### config.mk
export PLATFORM = sky130hd
export DESIGN_NAME = phys_reg_free_list_flat
export DESIGN_NICKNAME = d
export VERILOG_FILES = /design/src/rtl/phys_reg_free_list_if.sv /design/src/rtl/phys_reg_free_list.sv /design/src/flat_wrapper.sv
export SDC_FILE = /design/constraint.sdc
export NUM_CORES = 1
export LEC_CHECK = 0
export CAP_MARGIN = 20
export CORE_MARGIN = 4
export CORE_UTILIZATION = 43
export CTS_BUF_LIST = sky130_fd_sc_hd__clkbuf_4 sky130_fd_sc_hd__clkbuf_8
export DETAILED_ROUTE_END_ITERATION = 16
export PLACE_DENSITY_LB_ADDON = 0.3
export SETUP_SLACK_MARGIN = 0.4
export SLEW_MARGIN = 20
export SYNTH_ARGS = -nofsm -noshare
export SYNTH_HDL_FRONTEND = slang
export SYNTH_SLANG_ARGS = --single-unit
### constraint.sdc
create_clock -name clk -period 6.5 [get_ports clk]
set_input_delay 1.625 -clock clk [delete_from_list [all_inputs] [get_ports clk]]
set_output_delay 1.625 -clock clk [all_outputs]
set_load 0.05 [all_outputs]
### src/rtl/phys_reg_free_list_if.sv
// Rename/retire-side bundle for the physical register free list.
// The master side is the pipeline (rename requests, retire frees); the slave side is the list.
interface phys_reg_free_list_if #(
  parameter int PREG_W = 6,
  parameter int CNT_W  = 6
);
  logic              alloc_req_a;
  logic              alloc_req_b;
  logic [PREG_W-1:0] alloc_preg_a;
  logic [PREG_W-1:0] alloc_preg_b;
  logic              alloc_stall;
  logic              free_valid_a;
  logic [PREG_W-1:0] free_preg_a;
  logic              free_valid_b;
  logic [PREG_W-1:0] free_preg_b;
  logic [CNT_W-1:0]  free_count;
  logic              overflow_err;

  modport master (
    output alloc_req_a, alloc_req_b, free_valid_a, free_preg_a, free_valid_b, free_preg_b,
    input  alloc_preg_a, alloc_preg_b, alloc_stall, free_count, overflow_err
  );

  modport slave (
    input  alloc_req_a, alloc_req_b, free_valid_a, free_preg_a, free_valid_b, free_preg_b,
    output alloc_preg_a, alloc_preg_b, alloc_stall, free_count, overflow_err
  );
endinterface

### src/rtl/phys_reg_free_list.sv
// Circular free list of physical register tags: two rename allocations and two
// retire frees per cycle, with all-or-nothing stall and sticky overflow flag.
module phys_reg_free_list #(
  parameter int NUM_PREGS = 64,
  parameter int NUM_AREGS = 32,
  parameter int DEPTH     = NUM_PREGS - NUM_AREGS,
  parameter int PREG_W    = $clog2(NUM_PREGS),
  parameter int CNT_W     = $clog2(DEPTH + 1)
) (
  input  logic                  clk,
  input  logic                  rst_n,
  phys_reg_free_list_if.slave   bus
);

  localparam int PTR_W = (DEPTH > 1) ? $clog2(DEPTH) : 1;

  logic [PREG_W-1:0] entry_q [DEPTH];
  logic [PREG_W-1:0] entry_d [DEPTH];
  logic [PTR_W-1:0]  head_q, head_d, tail_q, tail_d;
  logic [CNT_W-1:0]  count_q, count_d;
  logic              ovf_q, ovf_d;

  logic [1:0]        nreq, granted, nfree;
  logic              stall;
  logic [PTR_W-1:0]  head_p1, tail_p1;
  logic              acc_a, acc_b, keep_a, keep_b;
  logic [CNT_W-1:0]  avail, room;

  // Wrap by compare so DEPTH need not be a power of two; n <= 2 <= DEPTH.
  function automatic logic [PTR_W-1:0] ptr_add(input logic [PTR_W-1:0] p, input logic [1:0] n);
    logic [PTR_W+1:0] s;
    s = {2'b00, p} + {{PTR_W{1'b0}}, n};
    if (s >= (PTR_W+2)'(DEPTH)) s = s - (PTR_W+2)'(DEPTH);
    return s[PTR_W-1:0];
  endfunction

  always_comb begin
    nreq    = {1'b0, bus.alloc_req_a} + {1'b0, bus.alloc_req_b};
    stall   = CNT_W'(nreq) > count_q;
    granted = stall ? 2'd0 : nreq;
    head_p1 = ptr_add(head_q, 2'd1);
    tail_p1 = ptr_add(tail_q, 2'd1);
    head_d  = ptr_add(head_q, granted);

    acc_a  = bus.free_valid_a && (bus.free_preg_a != '0);
    acc_b  = bus.free_valid_b && (bus.free_preg_b != '0);
    avail  = count_q - CNT_W'(granted);
    room   = CNT_W'(DEPTH) - avail;
    keep_a = acc_a && (room != '0);
    keep_b = acc_b && (keep_a ? (room >= CNT_W'(2)) : (room != '0));
    nfree  = {1'b0, keep_a} + {1'b0, keep_b};

    // Offers come from entry_q, so a same-edge write at tail==head cannot bypass.
    entry_d = entry_q;
    if (keep_a) entry_d[tail_q] = bus.free_preg_a;
    if (keep_b) entry_d[keep_a ? tail_p1 : tail_q] = bus.free_preg_b;

    tail_d  = ptr_add(tail_q, nfree);
    count_d = avail + CNT_W'(nfree);
    ovf_d   = ovf_q | (acc_a & ~keep_a) | (acc_b & ~keep_b);
  end

  always_ff @(posedge clk or negedge rst_n) begin
    if (!rst_n) begin
      for (int i = 0; i < DEPTH; i++) entry_q[i] <= PREG_W'(NUM_AREGS + i);
      head_q  <= '0;
      tail_q  <= '0;
      count_q <= CNT_W'(DEPTH);
      ovf_q   <= 1'b0;
    end else begin
      entry_q <= entry_d;
      head_q  <= head_d;
      tail_q  <= tail_d;
      count_q <= count_d;
      ovf_q   <= ovf_d;
    end
  end

  assign bus.alloc_preg_a = entry_q[head_q];
  assign bus.alloc_preg_b = (bus.alloc_req_b && !bus.alloc_req_a) ? entry_q[head_q] : entry_q[head_p1];
  assign bus.alloc_stall  = stall;
  assign bus.free_count   = count_q;
  assign bus.overflow_err = ovf_q;

  // Double-free detection: the retire stage must never return a tag already listed.
  function automatic logic live(input int i);
    int d;
    d = i - int'(head_q);
    if (d < 0) d = d + DEPTH;
    return d < int'(count_q);
  endfunction

  always @(posedge clk) begin
    if (rst_n) begin
      if (bus.free_valid_a && bus.free_valid_b) assert (bus.free_preg_a != bus.free_preg_b);
      for (int i = 0; i < DEPTH; i++) begin
        if (live(i)) begin
          if (keep_a) assert (entry_q[i] != bus.free_preg_a);
          if (keep_b) assert (entry_q[i] != bus.free_preg_b);
        end
      end
    end
  end

endmodule

### src/flat_wrapper.sv
// flat-port wrapper written by rule: the top's interface ports become plain ports
module phys_reg_free_list_flat 
#(
  parameter int NUM_PREGS = 64,
  parameter int NUM_AREGS = 32,
  parameter int DEPTH     = NUM_PREGS - NUM_AREGS,
  parameter int PREG_W    = $clog2(NUM_PREGS),
  parameter int CNT_W     = $clog2(DEPTH + 1)
)
  (clk, rst_n, bus_alloc_req_a, bus_alloc_req_b, bus_free_valid_a, bus_free_preg_a, bus_free_valid_b, bus_free_preg_b, bus_alloc_preg_a, bus_alloc_preg_b, bus_alloc_stall, bus_free_count, bus_overflow_err);
  phys_reg_free_list_if #(.PREG_W(PREG_W), .CNT_W(CNT_W)) bus_i ();
  input  logic clk;
  input  logic rst_n;
  input wire logic [$bits(bus_i.alloc_req_a)-1:0] bus_alloc_req_a;
  input wire logic [$bits(bus_i.alloc_req_b)-1:0] bus_alloc_req_b;
  input wire logic [$bits(bus_i.free_valid_a)-1:0] bus_free_valid_a;
  input wire logic [$bits(bus_i.free_preg_a)-1:0] bus_free_preg_a;
  input wire logic [$bits(bus_i.free_valid_b)-1:0] bus_free_valid_b;
  input wire logic [$bits(bus_i.free_preg_b)-1:0] bus_free_preg_b;
  output wire logic [$bits(bus_i.alloc_preg_a)-1:0] bus_alloc_preg_a;
  output wire logic [$bits(bus_i.alloc_preg_b)-1:0] bus_alloc_preg_b;
  output wire logic [$bits(bus_i.alloc_stall)-1:0] bus_alloc_stall;
  output wire logic [$bits(bus_i.free_count)-1:0] bus_free_count;
  output wire logic [$bits(bus_i.overflow_err)-1:0] bus_overflow_err;
  assign bus_i.alloc_req_a = bus_alloc_req_a;
  assign bus_i.alloc_req_b = bus_alloc_req_b;
  assign bus_i.free_valid_a = bus_free_valid_a;
  assign bus_i.free_preg_a = bus_free_preg_a;
  assign bus_i.free_valid_b = bus_free_valid_b;
  assign bus_i.free_preg_b = bus_free_preg_b;
  assign bus_alloc_preg_a = bus_i.alloc_preg_a;
  assign bus_alloc_preg_b = bus_i.alloc_preg_b;
  assign bus_alloc_stall = bus_i.alloc_stall;
  assign bus_free_count = bus_i.free_count;
  assign bus_overflow_err = bus_i.overflow_err;
  phys_reg_free_list #(.NUM_PREGS(NUM_PREGS), .NUM_AREGS(NUM_AREGS), .DEPTH(DEPTH), .PREG_W(PREG_W), .CNT_W(CNT_W)) u_core (.clk(clk), .rst_n(rst_n), .bus(bus_i));
endmodule
# After elaboration in Yosys (flattened, before gate mapping)
# Cells that the tools add are included.
# Widths: inputs -> output; s select.
[totals]
ff_bits = 209
latch_bits = 0
mem_bits_rw = 0
romBits = 0
elab_cells = 104
memories = 0
[classes]
n_addsub = 13
mul = 0
div = 0
n_lt_le_gt_ge = 12
eq_ne = 0
n_shift = 0
muxes = 22
bitwise_logic = 10
reduce_logical = 11
[ops]
columns = ["cell", "n"]
rows = [
  ["$bwmux 192", 2],
  ["$mux 192", 2],
  ["$bmux 6 s5", 2],
  ["$demux 6 s5", 2],
  ["$ge 6x6->1 const B", 8],
  ["$mux 6", 7],
  ["$mux 5", 5],
  ["$not 5->6", 4],
  ["$sub 5x1->5 const B", 4],
  ["$reduce_bool 6->1", 3],
  ["$add 5x1->6 const B", 2],
  ["$add 5x2->6", 2],
  ["$lt 6x1->1 const B", 2],
  ["$logic_and 1x1->1", 7],
  ["$add 6x2->6", 1],
  ["$ge 6x2->1 const B", 1],
  ["$gt 2x6->1", 1],
  ["$sub 6x2->6", 1],
  ["$sub 6x6->6 const A", 1],
  ["$add 1x1->2", 2],
  ["$and 1x1->1", 2],
  ["$mux 2", 1],
  ["$not 1->1", 2],
  ["$or 1x1->1", 2],
  ["2 further kinds", 2],
]

# Depth between registers and ports, before layout
# Gate-level depths: netlist (run 1).
[depth]
depth_word = 15
ltp_mapped = 24
mapped_depth_nobuf = 23

# Worst setup path after synthesis (run 1)
# No wires, ideal clock.
[synth_timing]
path_kind = "in2reg"
from = "input port bus_alloc_req_b"
to = "register u_core.count_q[4] (netlist: u_core.bus.free_count[4])"
arrival_ns = 7.404
slack_ns = -1.038
path_stages = 22
n_path_buf = 1
cell_sequence = "ha_1 > ha_1 > nor2b_1 > o21ai_0 > a21oi_1 > nor2_1 > ha_1 > fa_1 > ha_1 > inv_1 > or3_1 > or4_4 > and3_2 > o31ai_4 > buf_2 > inv_1 > ha_1 > ha_1 > ha_1 > nor2_1 > nor3_1 > xor2_1"
[synth_via]
elab_chain_cells = 11
elab_cells_between_ends = 12
[synth_lines]
columns = ["item", "line_no", "text"]
rows = [
  ["start, declared", "flat_wrapper.sv:15", "input wire logic [$bits(bus_i.alloc_req_b)-1:0] bus_alloc_req_b;"],
  ["$add 1x1->2 *", "phys_reg_free_list.sv:38", "nreq = {1'b0, bus.alloc_req_a} + {1'b0, bus.alloc_req_b};"],
  ["$gt 2x6->1 *", "phys_reg_free_list.sv:39", "stall = CNT_W'(nreq) > count_q;"],
  ["net bus_alloc_stall", "flat_wrapper.sv:22", "output wire logic [$bits(bus_i.alloc_stall)-1:0] bus_alloc_stall;"],
  ["$mux 2 *", "phys_reg_free_list.sv:40", "granted = stall ? 2'd0 : nreq;"],
  ["$sub 6x2->6 *", "phys_reg_free_list.sv:47", "avail = count_q - CNT_W'(granted);"],
  ["parallel branches: the longest is 6 deep, another holds $sub 6x6->6", "n/a", ""],
  ["$add 6x2->6 *", "phys_reg_free_list.sv:59", "count_d = avail + CNT_W'(nfree);"],
  ["net u_core.count_d[4]", "phys_reg_free_list.sv:20", "logic [CNT_W-1:0] count_q, count_d;"],
  ["end signal, assigned", "phys_reg_free_list.sv:68", "count_q <= CNT_W'(DEPTH);"],
  ["end signal, assigned", "phys_reg_free_list.sv:74", "count_q <= count_d;"],
  ["end, declared", "phys_reg_free_list.sv:20", ""],
]
# Mark *: on every way through the listed nets, which the timed path passes.

==> metrics.md, run 1 <==
| Metric | Value |
|---|---|
| Final Cycle Share | `0.9118` |
| Cell count after synthesis | `1,082` |
| CORE AREA | `35,570 um2` |
| WP data required | `6.95 ns` |
| Final WS setup | `0.5732 ns` |
| Die H | `198.0 um` |
| Clock slew at reported path FFs | `0.06 ns` |
| Total Routing Usage GR | `0.2447` |
| Routed len/inst | `28.05 um` |
| Drt drc | `0` |
| Setup Viol. Count Final | `0` |
| Final setup TNS | `0 ns` |
| Max Clock Freq | `0.1687 GHz` |
| Cell Count Post-Placement | `around 1,600` |
| Max_cap viols | `0` |
| Internal power | `6.931 mW` |
| Setup slack at placement | `-0.2267 ns` |
| HP Class | `register to register` |
| Unrepaired setup endpoints after global routing | `false` |
| Gr ovfl total | `0` |
| Filler cell count | `approximately 2,900` |
| Row count | `69` |
| Full die area | `39,210 um2` |
| Pwr Total | `around 12 mW` |
| Number of global-route vias before repair | `11,120` |
| Final Hold Viols | `0` |
| Crit Path Max Fanout | `6` |
| Initial cell density of the core | `0.4364` |
| Syn avg cell area | `14.35 um2` |
| Critical Path AT | `6.38 ns` |
| Layout cell share with drive strength beyond 1 | `0.7488` |
| CTS root buf | `clkbuf_8` |
| Initial antenna violation count | `1` |
| Cell taking the most area after synthesis | `mux2_2` |
| Finished Core Util | `0.5475` |
| First-pass GRT wire length | `73,000 um` |
| Post-synth cell types | `64` |
| Run status | `completed` |
| Synthesized area | `around 16,000 um2` |
| Syn Nets | `1,123` |
| Primary FF master, synth | `dfstp_2` |
| Post-synth top area share | `0.2829` |
| Slew @ Worst Pin | `approximately 1.1 ns` |
| Ys async rst share | `1.000` |
| HPWL after detailed placement | `32,220 um` |
| Tmin final | `5.927 ns` |
| Psw | `between 4 and 5 mW` |
| Pwr dens | `599.7 nW/um2` |
| Clk network pwr share | `0.126` |
| Startpoint types | `input pin` |
| DR pass1 iterations | `5` |
| Largest net degree at the start of global routing | `about 120` |
| Combinational power share | `0.635` |
| # clock sinks | `~210` |
| Seq/Total Area, Yosys | `0.3460` |
| First DRT Iteration DRCs | `roughly 630` |
| Final non-filler cell total | `1,707` |
| Max Root-Sink Buffers | `3` |
| Final Skew | `0.03366 ns` |
| Diode count | `0` |
| H-tree depth | `2` |
| PortBufs | `37` |
| Routability cong. | `between 0.8 and 0.9` |
| DR vias/cell | `6.216` |
| Yosys Warn Count | `0` |
| Clock latency on the worst-skew pair | `roughly 0.57 ns` |
| Number of top-level pins | `38` |
| Detailed Route WL | `47,880 um` |
| Placed Area | `~18,000 um2` |
| Synth top area cells | `mux2_2 28%, dfstp_2 19%, mux4_2 17%, dfrtp_1 15%, a2111oi_4 2.8%` |
| Antenna Violating Nets Remaining | `0` |
| Setup CP Type | `input pin to register` |
| Share of power burned in registers | `0.239` |
| Min Hold Slack | `around 0.48 ns` |
| Yosys reg bits | `209` |
| Worst VDD drop | `0.0005971 V` |
| Slew margin rel. | `0.2475` |
| Max-slew violation count | `0` |
| Cell area after layout | `19,470 um2` |
| CTS Hold Bufs | `0` |
| EDFF count, synth | `0` |
| Switching fraction of total power | `0.4064` |
| Nets@finish | `1,255` |
| Die width | `198.0 um` |
| Via Count | `10,610` |
| Area grow syn2layout | `25.44%` |
| CTS tree | `built` |
| CTS Buf Count | `41` |
| Critical path capture point type | `register` |
| LEAKAGE | `7.746 nW` |
[Yosys cell counts (all sizes together) (5+ instances only)]
library cell	instances
a21oi	13
o21ai	14
mux2	390
nor3b	5
a2111oi	18
mux4	120
xor2	7
nor3	20
dlygate4sd3	13
ha	21
inv	13
nor2	21
dfrtp	96
a221oi	16
mux2i	6
nor4	5
or4	9
nand3	8
nand4	16
clkbuf	49
o211ai	5
nand2	26
buf	28
xnor2	11
dfstp	113
[metal layers]
layer | vias to the layer above | global-route usage | wire length (um)
met5 | - | 0 | 13
met4 | 2 | 0.07855 | 1603
met3 | 80 | 0.04288 | 2709
met2 | 357 | 0.3886 | 22590
met1 | 5630 | 0.3438 | 20970
li1 | 4542 | - | -
[critical path, cell delays in order]
cell and delay, ns:
clkdlybuf4s15_1 0.24, inv_1 0.09, ha_4 0.22, ha_2 0.18
nor2b_4 0.11, o21ai_2 0.08, a21oi_4 0.16, nor2_2 0.06
ha_1 0.20, fa_2 0.59, ha_4 0.16, inv_2 0.03
or3_1 0.30, or4_4 0.55, a211oi_4 0.26, buf_4 0.16
buf_12 0.12, o211ai_4 0.18, buf_4 0.25, a221oi_4 0.33
buf_12 0.17, mux2_4 0.29
[cell usage in the layout, fill, tap and decap left out, types with 4 or more instances in the layout]
cell type / instances
nor2_2: 5
nand3_1: 8
mux2_4: 176
nand4_1: 14
a221oi_4: 14
xnor2_1: 9
nor3b_1: 4
o211ai_4: 4
inv_1: 10
a21oi_1: 10
dfstp_2: 113
ha_1: 10
xor2_1: 6
nor3_1: 19
mux2_2: 214
or4_1: 6
nand2_1: 26
clkbuf_8: 53
ha_4: 8
o21ai_4: 4
mux2i_1: 6
clkdlybuf4s50_1: 34
buf_4: 92
clkbuf_4: 16
dfrtp_1: 94
buf_12: 46
mux4_2: 120
nor2_1: 16
a2111oi_4: 16
clkinv_2: 4
o21ai_0: 8
[registers in the layout, indices dropped and copies added (netlist names)]
register	count
u_core.bus.free_count	6
u_core.tail_q	5
u_core.head_q	5
u_core.bus.overflow_err	1
u_core.entry_q	192
[final timing paths]
path	from	to	slack, ns	cells after the start
max in group asynchronous	rst_n	u_core.entry_q[112]	4.24	2
max reg2reg	u_core.bus.free_count[2]	u_core.entry_q[74]	1.48	18
min reg2reg	u_core.bus.overflow_err	u_core.bus.overflow_err	0.48	1
min	u_core.bus.overflow_err	u_core.bus.overflow_err	0.48	1
min in group asynchronous	rst_n	u_core.tail_q[1]	1.15	1
max	bus_alloc_req_a	u_core.entry_q[74]	0.57	22
[cell families (layout without fill, tap and decap cells)]
family,count (synthesis),count (layout),synth area share
xor+xnor,18,18,0.01064
mux,516,516,0.4609
simple gates,130,130,0.04602
flops,209,209,0.3460
fa+ha+maj,23,23,0.01951
compound gates,82,82,0.08270
buf+inv,104,268,0.03425
[final cells by class]
cell class	count	area, um2	share of cell area
Multi-Input combinational cell	769	10520	0.5404
Tap cell	461	576.8	0.02962
Clock buffer	68	835.8	0.04292
Timing Repair Buffer	179	2041	0.1048
Inverter	14	55.05	0.002827
Clock inverter	7	65.06	0.003341
Sequential cell	209	5376	0.2761
[repair_timing]
action	4_1_cts	5_1_grt
pin swaps	6	3
endpoints found under the hold margin	0	0
buffers inserted	6	0
gates resized for setup	4	5
gates cloned	1	0
endpoints found under the setup margin	15	89
[power groups by stage]
stage | registers, mW | logic [mW] | clock network [mW]
6_report | 2.79 | 7.41 | 1.47
5_1_grt | 2.86 | 7.77 | 1.56
4_1_cts | 2.76 | 7.41 | 1.51
3_5_place_dp | 2.78 | 7.35 | 0
3_3_place_gp | 2.74 | 7.24 | 0
2_1_floorplan | 2.57 | 5.27 | 0
No activity file was read; power rests on OpenSTA's default activity.
==> run 2, diff against run 1 <==
--- a/config.mk
+++ b/config.mk
@@ -6,7 +6,7 @@
 export NUM_CORES = 1
 export LEC_CHECK = 0
 export CAP_MARGIN = 20
-export CORE_MARGIN = 4
+export CORE_MARGIN = 8
 export CORE_UTILIZATION = 43
 export CTS_BUF_LIST = sky130_fd_sc_hd__clkbuf_4 sky130_fd_sc_hd__clkbuf_8
 export DETAILED_ROUTE_END_ITERATION = 16
==> run 2 against run 1 <==
Effect of this change: cell count down 0.23%; via count down 0.14%; clock skew down 0.013 ns; critical path type unchanged; critical endpoint is now u_core.entry_q[112].
==> metrics.md, run 2 (synthesized netlist as in run 1, its figures left out) <==
| Metric | Value |
|---|---|
| DRT met1 WL | `21,060 um (+0.41%)` |
| DR vias/cell | `6.222 (about the same)` |
| PortBufs | `37 (unchanged)` |
| Pwr dens | `597.6 nW/um2 (-0.35%)` |
| H-tree depth | `2 (unchanged)` |
| First DRT Iteration DRCs | `904 (+44%)` |
| Worst VDD drop | `0.0006889 V (+15%)` |
| Largest reg by FF count | `u_core.entry_q` |
| Filler cell count | `2,888 (-0.069%)` |
| Final setup TNS | `0 ns (unchanged)` |
| Cell Count Post-Placement | `1,627 (+0.18%)` |
| Commonest non-fill, non-tap cells in the layout | `214 x mux2_2, 176 x mux2_4, 120 x mux4_2, 113 x dfstp_2, 97 x buf_4` |
| DR pass1 iterations | `5 (unchanged)` |
| Detailed Route WL | `47,730 um (-0.33%)` |
| Startpoint types | `input pin` |
| Max Root-Sink Buffers | `3 (unchanged)` |
| Setup Viol. Count Final | `0 (unchanged)` |
| Max reg flops | `192 (unchanged)` |
| Antenna Violating Nets Remaining | `0 (unchanged)` |
| Final non-filler cell total | `1,703 (-0.23%)` |
| Final Skew | `0.02023 ns (-0.01343 ns)` |
| Crit Path Max Fanout | `10 (+4)` |
| Run status | `completed` |
| Initial antenna violation count | `4 (+3)` |
| CTS Buf Count | `40 (-2.4%)` |
| HP Class | `register to register` |
| CORE AREA | `35,570 um2 (unchanged)` |
| Met2 WL | `22,840 um (+1.1%)` |
| Pwr Total | `11.57 mW (-0.94%)` |
| Diode count | `0 (unchanged)` |
| Row count | `69 (unchanged)` |
| Max-slew violation count | `0 (unchanged)` |
| Total Routing Usage GR | `0.2270 (-0.01767)` |
| Register Area | `5376 um2 (unchanged)` |
| Met3 wire length | `2574 um (-5.0%)` |
| # clock sinks | `209 (unchanged)` |
| Max_cap viols | `0 (unchanged)` |
| Largest net degree at the start of global routing | `107 (-8.5%)` |
| LEAKAGE | `7.701 nW (-0.58%)` |
| Initial cell density of the core | `0.4364 (unchanged)` |
| Number of top-level pins | `38 (unchanged)` |
| CTS tree | `built` |
| Slew margin rel. | `0.2371 (-0.01043)` |
| Clock slew at reported path FFs | `0.06 ns (about the same)` |
| Most common cell after layout, fill and taps aside | `mux2_2` |
| Final Hold Viols | `0 (unchanged)` |
| Tmin final | `6.004 ns (+0.07749 ns)` |
| Number of global-route vias before repair | `11,120 (-0.018%)` |
| Max Clock Freq | `0.1665 GHz (-1.3%)` |
| Slew @ Worst Pin | `1.136 ns (+0.01553 ns)` |
| Via Count | `10,600 (-0.14%)` |
| Area of the multi-input gates | `10,540 um2 (+0.18%)` |
| Area grow syn2layout | `24.70%` |
| Die H | `206.0 um (+4.0%)` |
| Nets@finish | `1,253 (-0.16%)` |
| Min Hold Slack | `0.4715 ns (-0.004084 ns)` |
| Top Layer Used | `met5` |
| Routed len/inst | `28.02 um (about the same)` |
| Drt drc | `0 (unchanged)` |
| Full die area | `42,440 um2 (+8.2%)` |
| Setup CP Type | `input pin to register` |
| Clock latency on the worst-skew pair | `0.54 ns (-0.03 ns)` |
| Critical Path AT | `6.43 ns (+0.05 ns)` |
| Finished Core Util | `0.5442 (-0.003236)` |
| Critical path capture point type | `register` |
| Unrepaired setup endpoints after global routing | `false` |
| Final Cycle Share | `0.9237 (+0.01192)` |
| Die width | `206.0 um (+4.0%)` |
| Gr ovfl total | `0 (unchanged)` |
| Routability cong. | `0.8591 (-0.16%)` |
| HPWL after detailed placement | `32,620 um (+1.2%)` |
| Layout cell share with drive strength beyond 1 | `0.7488 (about the same)` |
| WP data required | `6.93 ns (-0.02 ns)` |
| CTS root buf | `clkbuf_8` |
| First-pass GRT wire length | `73,260 um (+0.36%)` |
run 2: cell count changes in the layout (fill, tap and decap cells not counted), moves of 2 or more:
cell / delta
buf_4: +5
buf_12: -4
clkbuf_8: -4
clkbuf_4: +2
clkinv_2: +2
clkinvlp_4: -2
run 2: per-stage QoR:
| stage | area [um2] | worst slack, ns |
|---|---|---|
| final | 19360 | 0.4957 |
| after global routing | 19360 | 0.4060 |
| after CTS | 19330 | 0.4696 |
| after detailed placement | 18460 | -0.1933 |
| after global placement | 18440 | -0.1430 |
| after floorplan | 16390 | -0.06348 |
run 2: worst max-delay path: stages:
cell	delay, ns
clkdlybuf4s15_1	0.23
inv_1	0.09
ha_4	0.22
ha_2	0.18
nor2b_4	0.11
o21ai_2	0.08
a21oi_4	0.16
nor2_2	0.06
ha_1	0.20
fa_2	0.60
buf_4	0.13
and3b_1	0.15
nand4_1	0.16
a31oi_4	0.26
a211oi_4	0.06
buf_4	0.16
buf_12	0.13
buf_4	0.19
nor3_1	0.92
mux2_2	0.42
mux2_4	0.27
run 2: final cells by class:
type | instances | share of cell area
clock inverters | 6 | 0.001551
multi-input cells | 769 | 0.5446
well taps | 461 | 0.02980
inverters | 14 | 0.002844
repair buffers | 178 | 0.1024
clock buffers | 66 | 0.04111
flip-flops and latches | 209 | 0.2777
run 2: path summary, 6_finish.rpt:
path / from / endpoint / slack, ns / cells after the start
worst max-delay path: bus_alloc_req_a / u_core.entry_q[112] / 0.50 / 21
worst min-delay path: u_core.bus.overflow_err / u_core.bus.overflow_err / 0.47 / 1
worst max register to register: u_core.bus.free_count[1] / u_core.entry_q[112] / 1.47 / 19
worst min register to register: u_core.bus.overflow_err / u_core.bus.overflow_err / 0.47 / 1
max in group asynchronous: rst_n / u_core.head_q[0] / 4.22 / 2
min in group asynchronous: rst_n / u_core.entry_q[54] / 1.19 / 1
run 2: power by group:
group / switching [mW] / leakage [nW] / total (mW) / internal, mW
clock network: 0.580 / 0.451 / 1.35 / 0.771
logic: 3.51 / 4.89 / 7.42 / 3.90
registers: 0.613 / 2.36 / 2.80 / 2.19
total: 4.71 / 7.70 / 11.6 / 6.86
run 2: metal layers:
| layer | vias to the layer above | track usage |
|---|---|---|
| met5 | - | 0 |
| met4 | 4 | 0.06160 |
| met1 | 5643 | 0.3128 |
| met2 | 350 | 0.3667 |
| met3 | 74 | 0.03824 |
| li1 | 4525 | - |
run 2: repair_timing:
item,CTS,global route
pin swaps,3,4
cloned,1,0
hold buffers,0,0
setup buffers,1,2
resized for setup,5,6
endpoints found under the setup margin,21,79
